==> src/rtl/ps2_key_decoder.sv <==
// PS/2 Set-2 key event decoder: synchronizes the receiver byte strobe,
// folds E0/F0/E1 prefix sequences into single key events, and buffers
// them in a first-word-fall-through FIFO with a valid/ready handshake.
//
// Ports:
//   clk, reset            system clock, synchronous active-high reset
//   ps2_code, ps2_strobe  byte and asynchronous new-byte strobe from receiver
//   evt_code/ext/break    event at the FIFO head
//   evt_valid, evt_ready  head handshake
//   fifo_count            events buffered
//   overflow              sticky, an event was dropped on a full FIFO
//
// Optional build macro TYPEMATIC_FILTER_EN suppresses repeated makes of
// the key currently held down.
module ps2_key_decoder #(
    parameter int FIFO_DEPTH  = 8,
    parameter int SYNC_STAGES = 2,
    parameter int TIMEOUT_CYC = 100000
) (
    input  logic                        clk,
    input  logic                        reset,
    input  logic [7:0]                  ps2_code,
    input  logic                        ps2_strobe,
    output logic [7:0]                  evt_code,
    output logic                        evt_ext,
    output logic                        evt_break,
    output logic                        evt_valid,
    input  logic                        evt_ready,
    output logic [$clog2(FIFO_DEPTH):0] fifo_count,
    output logic                        overflow
);

    localparam int AW = $clog2(FIFO_DEPTH);
    localparam int CW = AW + 1;
    localparam int TW = $clog2(TIMEOUT_CYC + 1);

    typedef enum logic [2:0] {
        S_IDLE,
        S_EXT,
        S_BRK,
        S_EXT_BRK,
        S_PAUSE
    } state_t;

    // Strobe synchronizer and byte capture
    logic [SYNC_STAGES-1:0] sync_q;
    logic                   last_q;
    logic                   strobe_rise;
    logic [7:0]             byte_q;
    logic                   byte_valid_q;

    // Stages preset to 1 so a strobe held high through reset is not a byte
    always_ff @(posedge clk) begin
        if (reset) begin
            sync_q <= '1;
            last_q <= 1'b1;
        end else begin
            sync_q <= {sync_q[SYNC_STAGES-2:0], ps2_strobe};
            last_q <= sync_q[SYNC_STAGES-1];
        end
    end

    assign strobe_rise = sync_q[SYNC_STAGES-1] & ~last_q;

    always_ff @(posedge clk) begin
        if (reset) begin
            byte_q       <= 8'h00;
            byte_valid_q <= 1'b0;
        end else begin
            byte_valid_q <= strobe_rise;
            if (strobe_rise) begin
                byte_q <= ps2_code;
            end
        end
    end

    // Prefix FSM
    state_t        state_q, state_d;
    logic [2:0]    skip_q;
    logic [TW-1:0] tmo_q;
    logic          tmo_hit;
    logic          ignored;
    logic          emit;
    logic          emit_ext;
    logic          emit_brk;
    logic [7:0]    emit_code;

    // Receiver status/ack bytes that never form key events
    assign ignored = (byte_q == 8'hAA) || (byte_q == 8'hFA) ||
                     (byte_q == 8'hFE) || (byte_q == 8'hEE) ||
                     (byte_q == 8'h00) || (byte_q == 8'hFF);

    assign tmo_hit = (state_q != S_IDLE) && !byte_valid_q &&
                     (tmo_q == TW'(TIMEOUT_CYC - 1));

    always_ff @(posedge clk) begin
        if (reset) begin
            state_q <= S_IDLE;
        end else begin
            state_q <= state_d;
        end
    end

    always_comb begin
        state_d = state_q;
        if (tmo_hit) begin
            state_d = S_IDLE;
        end else if (byte_valid_q) begin
            unique case (state_q)
                S_IDLE: begin
                    if (byte_q == 8'hE0) begin
                        state_d = S_EXT;
                    end else if (byte_q == 8'hF0) begin
                        state_d = S_BRK;
                    end else if (byte_q == 8'hE1) begin
                        state_d = S_PAUSE;
                    end
                end
                S_EXT: begin
                    if (byte_q == 8'hF0) begin
                        state_d = S_EXT_BRK;
                    end else if (byte_q != 8'hE0) begin
                        state_d = S_IDLE;
                    end
                end
                S_BRK:     state_d = S_IDLE;
                S_EXT_BRK: state_d = S_IDLE;
                S_PAUSE: begin
                    if (skip_q == 3'd1) begin
                        state_d = S_IDLE;
                    end
                end
                default:   state_d = S_IDLE;
            endcase
        end
    end

    always_comb begin
        emit      = 1'b0;
        emit_ext  = 1'b0;
        emit_brk  = 1'b0;
        emit_code = byte_q;
        if (byte_valid_q) begin
            unique case (state_q)
                S_IDLE: begin
                    emit = (byte_q != 8'hE0) && (byte_q != 8'hF0) &&
                           (byte_q != 8'hE1) && !ignored;
                end
                S_EXT: begin
                    emit     = (byte_q != 8'hF0) && (byte_q != 8'hE0);
                    emit_ext = 1'b1;
                end
                S_BRK: begin
                    emit     = 1'b1;
                    emit_brk = 1'b1;
                end
                S_EXT_BRK: begin
                    emit     = 1'b1;
                    emit_ext = 1'b1;
                    emit_brk = 1'b1;
                end
                S_PAUSE: begin
                    // Pause has no break; the whole 8-byte burst is one event
                    emit      = (skip_q == 3'd1);
                    emit_ext  = 1'b1;
                    emit_code = 8'hE1;
                end
                default: emit = 1'b0;
            endcase
        end
    end

    // Remaining bytes of the pause burst after the leading E1
    always_ff @(posedge clk) begin
        if (reset) begin
            skip_q <= 3'd0;
        end else if (byte_valid_q) begin
            if (state_q == S_IDLE && byte_q == 8'hE1) begin
                skip_q <= 3'd7;
            end else if (state_q == S_PAUSE) begin
                skip_q <= skip_q - 3'd1;
            end
        end
    end

    always_ff @(posedge clk) begin
        if (reset) begin
            tmo_q <= '0;
        end else if (byte_valid_q || state_q == S_IDLE) begin
            tmo_q <= '0;
        end else if (!tmo_hit) begin
            tmo_q <= tmo_q + TW'(1);
        end
    end

    // Typematic repeat filter
    logic keep;

`ifdef TYPEMATIC_FILTER_EN
    logic       held_q;
    logic [7:0] held_code_q;
    logic       held_ext_q;
    logic       same_key;

    assign same_key = held_q && (held_code_q == emit_code) &&
                      (held_ext_q == emit_ext);
    assign keep     = emit && !(same_key && !emit_brk);

    always_ff @(posedge clk) begin
        if (reset) begin
            held_q      <= 1'b0;
            held_code_q <= 8'h00;
            held_ext_q  <= 1'b0;
        end else if (emit) begin
            if (!emit_brk && !same_key) begin
                held_q      <= 1'b1;
                held_code_q <= emit_code;
                held_ext_q  <= emit_ext;
            end else if (emit_brk && same_key) begin
                held_q <= 1'b0;
            end
        end
    end
`else
    assign keep = emit;
`endif

    // Event staging register feeding the FIFO
    logic       push_q;
    logic [9:0] push_data_q;

    always_ff @(posedge clk) begin
        if (reset) begin
            push_q      <= 1'b0;
            push_data_q <= '0;
        end else begin
            push_q      <= keep;
            push_data_q <= {emit_ext, emit_brk, emit_code};
        end
    end

    // FWFT event FIFO
    logic [9:0]    mem_q [FIFO_DEPTH];
    logic [AW-1:0] wr_ptr_q;
    logic [AW-1:0] rd_ptr_q;
    logic [CW-1:0] count_q, count_d;
    logic          ovf_q;
    logic          full;
    logic          empty;
    logic          do_push;
    logic          do_pop;
    logic [9:0]    head;

    assign full    = (count_q == CW'(FIFO_DEPTH));
    assign empty   = (count_q == '0);
    assign do_pop  = !empty && evt_ready;
    // A pop on the same cycle frees the slot a full FIFO needs
    assign do_push = push_q && (!full || do_pop);
    assign count_d = count_q + CW'(do_push) - CW'(do_pop);

    always_ff @(posedge clk) begin
        if (do_push) begin
            mem_q[wr_ptr_q] <= push_data_q;
        end
    end

    always_ff @(posedge clk) begin
        if (reset) begin
            wr_ptr_q <= '0;
            rd_ptr_q <= '0;
            count_q  <= '0;
            ovf_q    <= 1'b0;
        end else begin
            if (do_push) begin
                wr_ptr_q <= wr_ptr_q + AW'(1);
            end
            if (do_pop) begin
                rd_ptr_q <= rd_ptr_q + AW'(1);
            end
            count_q <= count_d;
            if (push_q && !do_push) begin
                ovf_q <= 1'b1;
            end
        end
    end

    // Head forced to 0 when empty so outputs are defined out of reset
    assign head       = empty ? 10'h000 : mem_q[rd_ptr_q];
    assign evt_ext    = head[9];
    assign evt_break  = head[8];
    assign evt_code   = head[7:0];
    assign evt_valid  = !empty;
    assign fifo_count = count_q;
    assign overflow   = ovf_q;

endmodule

==> config.mk <==
export PLATFORM = sky130hd
export DESIGN_NAME = ps2_key_decoder
export DESIGN_NICKNAME = d
export VERILOG_FILES = /design/src/rtl/ps2_key_decoder.sv
export SDC_FILE = /design/constraint.sdc
export NUM_CORES = 1
export LEC_CHECK = 0
export BUFFER_PORTS_ARGS = -buffer_cell sky130_fd_sc_hd__buf_2
export CORE_MARGIN = 4
export CORE_UTILIZATION = 40
export CTS_CLUSTER_SIZE = 28
export DETAILED_ROUTE_END_ITERATION = 10
export PLACE_DENSITY = 0.59
export SKIP_CTS_REPAIR_TIMING = 1
export SYNTH_ARGS = -nofsm -noshare
export SYNTH_HDL_FRONTEND = slang
export SYNTH_SLANG_ARGS = --single-unit
==> constraint.sdc <==
create_clock -name clk -period 2.7 [get_ports clk]
set_input_delay 0.54 -clock clk [delete_from_list [all_inputs] [get_ports clk]]
set_output_delay 0.54 -clock clk [all_outputs]
set_load 0.005 [all_outputs]
# Yosys cells after proc, flatten, opt, wreduce, memory -nomap -nowiden
# Memory sizes are Yosys's and may differ from the RTL's. A register that Yosys moved wholly into a read port is not among the register bits.
# Cells that the tools add are included.
# word_totals
mem_bits_rw	80
output_inout_bits	16
reg_bits	57
in_bits	12
memories	1
# op_classes
addsub	6
n_reduce_logical	33
n_mux	19
bitwise_logic	3
eq_ne	21
# mem_list
memory	words	width	rd	rd_ports_with_merged_regs	wr	line_no	text
mem_q	8	10	1	1	1	243	logic [9:0] mem_q [FIFO_DEPTH];
# op_table
operator	count
8-bit == test (second input constant)	8
3-bit 2-to-1 mux	10
8-bit != test (second input constant)	3
17-bit by 1-bit adder with 17-bit output (second input constant)	1
17-bit == test (second input constant)	1
8-bit 2-to-1 mux	2
10-bit 2-to-1 mux	1
1-bit logical AND	9
3-bit one-hot mux with 3 select lines	1
8-bit logical NOT	1
2-bit OR reduction	4
1-bit logical OR	7
3-bit by 1-bit adder with 3-bit output (second input constant)	2
3-bit by 1-bit == test with 1-bit output (second input constant)	2
3-bit by 2-bit == test with 1-bit output (second input constant)	2
1-bit logical NOT	5
4-bit by 1-bit adder with 4-bit output	1
4-bit == test (second input constant)	1
4-bit logical NOT	1
1-bit 2-to-1 mux	4
4-bit != test (second input constant)	1
1-bit one-hot mux with 4 select lines	1
4-bit AND reduction	1
4-bit by 1-bit subtractor with 4-bit output	1
11 further kinds	12

# Longest topological paths before layout
# Gate-level depths: netlist of the first run.
# logic_depth
word_depth	9
mapped_depth	12
ltp_nobuf	12

# Least setup slack after synthesis of the first run
# No wires, ideal clock.
# synth_timing
path_type	flip-flop to flip-flop
startpoint	register count_q[2] (netlist: fifo_count[2])
endpoint	memory mem_q[0][0], enable pin
setup_ps	390
synth_period_minus_slack_ps	2458
path_buffers	0
t_arrival_ps	2068
slack_ps	242
stages_incl_launch_ff	7
path_cell_list	dfxtp_1 > inv_1 > ha_1 > nand2b_1 > a31oi_1 > nand2b_1 > nor3_1
# synth_via
elab_chain_cells	7
# synth_rtl
element	line_no	text
start: declaration	246	logic [CW-1:0] count_q, count_d;
start signal: assignment	280	count_q <= count_d;
4-bit logical NOT	255	assign empty = (count_q == '0);
1-bit logical NOT	256	assign do_pop = !empty && evt_ready;
1-bit logical AND	256	
1-bit logical OR (*)	258	assign do_push = push_q && (!full || do_pop);
1-bit logical AND (*)	258	
1-bit 2-to-1 mux (*)	262	if (do_push) begin
1-bit 2-to-1 mux (not written as such) (*)	263	mem_q[wr_ptr_q] <= push_data_q;
end: declaration	243	
# Every way passes the cells marked *; elsewhere a longest branch is shown, timed or not.

==> results of run 1 <==
-- cell usage after synthesis (2+ instances only) --
library cell | n | share of area, %
nand4b_1 | 2 | 0.31
buf_2 | 2 | 0.18
xnor2_1 | 6 | 0.93
a31oi_1 | 2 | 0.22
xor2_1 | 6 | 0.93
nand3b_1 | 2 | 0.27
buf_1 | 2 | 0.13
nand4_1 | 9 | 0.99
mux2i_1 | 13 | 2.3
nand2_1 | 31 | 2.1
o31ai_1 | 3 | 0.40
nand3_1 | 8 | 0.71
or3_1 | 3 | 0.33
nor2_1 | 52 | 3.4
nand2b_1 | 8 | 0.88
or4_1 | 4 | 0.53
ha_1 | 11 | 2.4
a21oi_1 | 22 | 1.9
o21ai_0 | 3 | 0.27
and3_1 | 2 | 0.22
or4b_4 | 2 | 0.49
mux4_2 | 20 | 8.0
and2_1 | 6 | 0.66
clkbuf_1 | 12 | 0.80
inv_1 | 14 | 0.93
or2_2 | 4 | 0.44
o211ai_1 | 6 | 0.80
nor3_1 | 9 | 0.80
dfxtp_1 | 60 | 21
edfxtp_1 | 80 | 42
nor2b_1 | 6 | 0.66
-- registers in the layout, summed over array words and instances, names as in the netlist, named ones only --
name	flops
fifo_count	4
rd_ptr_q	3
last_q	1
skip_q	3
wr_ptr_q	3
push_q	1
byte_valid_q	1
tmo_q	17
state_q	3
mem_q	80
overflow	1
sync_q	2
byte_q	8
push_data_q	10
-- logic make-up (layout without fill, tap and decap cells) --
family,count (synthesis),after routing
muxes,33,33
buffers and inverters,32,90
adders and majority gates,12,12
DFF,140,140
xor gates and xnor gates,12,12
and+or+nand+nor,157,157
AOI/OAI and AO/OA,44,44
-- final timing paths --
| kind | endpoint | cells past startpoint | slack, ns |
|---|---|---|---|
| setup / recovery | evt_code[4] | 5 | 0.21 |
| hold / removal | sync_q[0] | 2 | 0.30 |
| setup reg to reg | fifo_count[2] | 12 | 0.39 |
| hold reg to reg | sync_q[1] | 1 | 0.42 |
-- layer usage --
metal	vias to the layer above	global-route usage [%]	share of wire (%)	routed length [um]
li1	1671	-	-	-
met5	-	0	0	0
met2	57	21.64	46	4884
met4	0	5.741	1.6	165
met3	15	4.800	4.1	437
met1	1660	18.93	48	5102
-- power breakdown --
part           total (mW)  internal, mW  switching [mW]
registers            2.36          2.29          0.0609
clock network        2.18          1.34           0.843
logic               0.982         0.522           0.460
-- area by class of cell --
class                           count  area (um2)  share of cell area, %
Sequential cell                   140        3603                  54.18
Multi-Input combinational cell    258        1928                  28.99
Clock inverter                      9       88.84                  1.336
Clock buffer                       23       478.0                  7.186
Inverter                           14       52.55                 0.7901
Tap cell                          180       225.2                  3.386
Timing Repair Buffer               44       275.3                  4.138
-- per-stage QoR --
step                instances  setup slack (ns)
floorplan                 430            0.2417
global route              668           0.04524
CTS                       668            0.1506
global placement          636            0.4790
detailed placement        636            0.4019
finish                    668            0.2096
==> flow_summary.toml, run 1 <==
[placement]
post_dp_cell_area_um2 = 6085
numPortBuffers = 27
hpwl_um = 6896
routabilityCongestion = 0.7729

[floorplan]
ios = 28
dieArea_um2 = 16120
fp-row-count = 43
die_w_um = 126.9
die_h_um = 126.9
initial_core_util_pct = 40.77
coreArea_um2 = 13880

[synth]
synth_top_family_by_area = "simple AND/OR/NAND/NOR gates"
ys_ff_latch = 140
ys.flop_type = "edfxtp_1"
ys_types = 51
avgSynthCellArea_um2 = 13.16
synth_compound_area_share_pct = 4.864
synthMuxAreaShare_pct = 10.26
syn-num-nets = 454
ys_async_sr_fraction_pct = 0
ys_warn_count = 0
ys_seq_area_share_pct = 63.67
syn_inst = 430
yosys.area_share.simple_pct = 14.30
synth_edf_count = 80
syn_area_um2 = 5659
synthXorXnorAreaFrac_pct = 1.857
synthAdderAreaFrac_pct = 2.786

[timing]
holdWs_ns = 0.3006
finalHoldViolations = 0
finalMaxSlewViolations = 0
clock_skew_ns = 0.005631
rsz0062_at_grt = "no"
max_slew.worst_pin.slew_ns = 0.6532
setup_violations = 0
fmax_mhz = 401.5
period_minus_slack_ns = 2.490
timing.final.crit_share_pct = 92.24
setup_tns_ns = 0
maxSlewHeadroom_pct = 56.12

[grt]
grt_antenna_before_repair = 0
grt_pass1_wl_um = 17490
grt_start_max_net_pins = 36
grt_usage_pct = 14.27
grt_pass1_vias = 3318
gr-total-overflow = 0

[setup_path]
critPathBufInv = 2
cp.required_ns = 2.16
crit_type = "reg2out"
cp.arrival_ns = 1.95
crit_path_top_delay_cell = "dfxtp_1"
start_kind = "register"
max_stage_delay_ns = 0.63
endpoint_kind = "output pin"
cp_max_fo = 10
rr_startpoint = "fifo_count[2]"
crit_family = "flip-flops"
cp_cell_sequence = "buf_4 > mux4_2 > mux2i_1 > nor2_1 > buf_2"

[route]
vias = 3403
drtIter0Drc = 222
wl_um = 10590
firstDrtPassIters = 4
remaining_drc_errors = 0
viasPerCell = 5.094
antenna_left = 0
avgRoutedWirePerCell_um = 15.85

[clocking]
clk_root_buffer_cell = "clkbuf_16"
cts_tree = "yes"
clk-insertion-delay-late_ns = 0.42
cts_buffers = 17
cts.reportedPaths.clkPinSlew_ns = 0.06
h-tree-depth = 4
ctsLongestPathBuffers = 2
clock_sinks = 140

[finish]
syn_to_final_growth_pct = 17.53
final_area_um2 = 6651
utilization_pct = 47.92
antenna_cells = 0
layout_commonest_cell = "edfxtp_1"
drive_gt1_share_pct = 21.72
fillers = 1257
final_cell_mix = "80 x edfxtp_1, 60 x dfxtp_1, 52 x nor2_1"
fin_nets = 499

[job]
drv_cap = 0

[power]
total_power_mw = 5.518
leakagePower_nw = 2.306
power_per_cell_area_nw_per_um2 = 829.6
peakVddDrop_v = 0.0004229

[run_status]
status = "finished, final reports clean"

[min_path]
min_path_type = "in2reg"
holdCritStartpoint = "ps2_strobe"
No activity file was read; power rests on OpenSTA's default activity.
==> run 2: changes to the inputs <==
--- a/config.mk
+++ b/config.mk
@@ -7,10 +7,10 @@
 export LEC_CHECK = 0
 export BUFFER_PORTS_ARGS = -buffer_cell sky130_fd_sc_hd__buf_2
 export CORE_MARGIN = 4
-export CORE_UTILIZATION = 40
+export CORE_UTILIZATION = 59
 export CTS_CLUSTER_SIZE = 28
 export DETAILED_ROUTE_END_ITERATION = 10
-export PLACE_DENSITY = 0.59
+export PLACE_DENSITY = 0.8
 export SKIP_CTS_REPAIR_TIMING = 1
 export SYNTH_ARGS = -nofsm -noshare
 export SYNTH_HDL_FRONTEND = slang
==> run 2 against run 1 <==
Net effect:
- routed wire length rose by 1.1%
- highest routed layer unchanged
- worst hold slack got worse by 0.091 ns
- worst setup slack got worse by 0.049 ns
- fmax down 1.9%
- sequential power barely moved
==> flow_summary.toml, run 2 (same netlist as run 1, synthesis figures left out) <==
[run_status]
status = "finished, final reports clean"

[setup_path]
start_kind = "register"
reg2reg_slack_ns = 0.37
cp_max_fo = 20
cp.required_ns = 2.16
endpoint_kind = "output pin"
crit_type = "reg2out"
cp.arrival_ns = 2.00

[timing]
max_slew.worst_pin.slew_ns = 0.8311
setup_violations = 0
finalHoldViolations = 0
fmax_mhz = 393.9
clock_skew_ns = 0.01103
finalMaxSlewViolations = 0
holdWs_ns = 0.2092
timing.final.crit_share_pct = 94.03
period_minus_slack_ns = 2.539
maxSlewHeadroom_pct = 43.84
setup_tns_ns = 0
rsz0062_at_grt = "no"

[floorplan]
die_w_um = 105.9
coreArea_um2 = 9284
fp-row-count = 35
initial_core_util_pct = 60.96
dieArea_um2 = 11220
ios = 28
die_h_um = 105.9

[power]
peakVddDrop_v = 0.0005104
leakagePower_nw = 2.290
power_per_cell_area_nw_per_um2 = 831.2

[route]
remaining_drc_errors = 0
antenna_left = 0
avgRoutedWirePerCell_um = 17.38
firstDrtPassIters = 4
wl_um = 10700
drtIter0Drc = 200
viasPerCell = 5.614
vias = 3458

[placement]
hpwl_um = 6804
routabilityCongestion = 0.8401
numPortBuffers = 27

[grt]
grt_start_max_net_pins = 36
grt_pass1_wl_um = 17660
grt_usage_pct = 20.58
grt_pass1_vias = 3459
grt_antenna_before_repair = 0
gr-total-overflow = 0

[clocking]
ctsLongestPathBuffers = 2
clk-insertion-delay-late_ns = 0.51
cts.reportedPaths.clkPinSlew_ns = 0.06
cts_buffers = 17
cts_tree = "yes"
clk_root_buffer_cell = "clkbuf_8"
h-tree-depth = 4
clock_sinks = 140

[finish]
drive_gt1_share_pct = 22.18
final_cell_mix = "80 x edfxtp_1, 60 x dfxtp_1, 52 x nor2_1"
regMostFlops = "mem_q"
fin_nets = 498
layout_commonest_cell = "edfxtp_1"
antenna_cells = 0
syn_to_final_growth_pct = 15.90
largest_reg_flops = 80
reg_top3 = "mem_q (80), tmo_q (17), push_data_q (10)"

[min_path]
min_path_type = "in2reg"

[job]
drv_cap = 0
-- run 2: path summary, 6_finish.rpt --
path / start / end / cells after the start
max: register / evt_code[1] / 5
min: ps2_strobe / sync_q[0] / 2
max reg2reg: fifo_count[2] / fifo_count[3] / 12
min reg2reg: sync_q[0] / sync_q[1] / 1
-- run 2: final cells by class --
type / count / area (um2)
Timing Repair Buffer: 43 / 267.8
Clock buffer: 17 / 414.1
Clock inverter: 15 / 131.4
Fill cell: 635 / 2725
Multi-Input combinational cell: 258 / 1928
Inverter: 14 / 52.55
Tap cell: 129 / 161.4
Sequential cell: 140 / 3603
-- run 2: power breakdown --
part           total [mW]  leakage, nW  internal [mW]  switching [mW]
Sequential           2.35         1.24           2.29          0.0532
Combinational        1.00        0.793          0.522           0.482
Clock                2.10        0.262           1.16           0.938
-- run 2: through the flow --
step / instances / total power, mW / cell area, um2 / utilization, % / worst slack (ns)
after floorplan: 430 / 3.060 / 5659 / - / 0.2417
after global routing: 616 / 5.710 / 6559 / 70.65 / 0.03298
after CTS: 616 / 5.506 / 6559 / 70.65 / 0.1082
final: 616 / 5.452 / 6559 / 70.65 / 0.1611
after detailed placement: 584 / 3.416 / 6013 / 64.77 / 0.3717
after global placement: 584 / 3.354 / 6013 / 64.77 / 0.5088
-- run 2: worst max-delay path, cell delays in order, from the launching register on --
cell     delay (ns)
dfxtp_1        0.36
buf_12         0.21
mux4_2         0.53
mux2i_1        0.20
nor2_1         0.06
buf_2          0.12
-- run 2: routing by layer --
metal	global-route usage (%)	up-vias	routed length [um]	part of all wire [%]
li1	-	1669	-	-
met1	25.67	1702	4655	43
met2	35.75	74	5600	52
met3	4.857	13	331	3.1
met4	6.383	0	117	1.1
met5	0	-	0	0
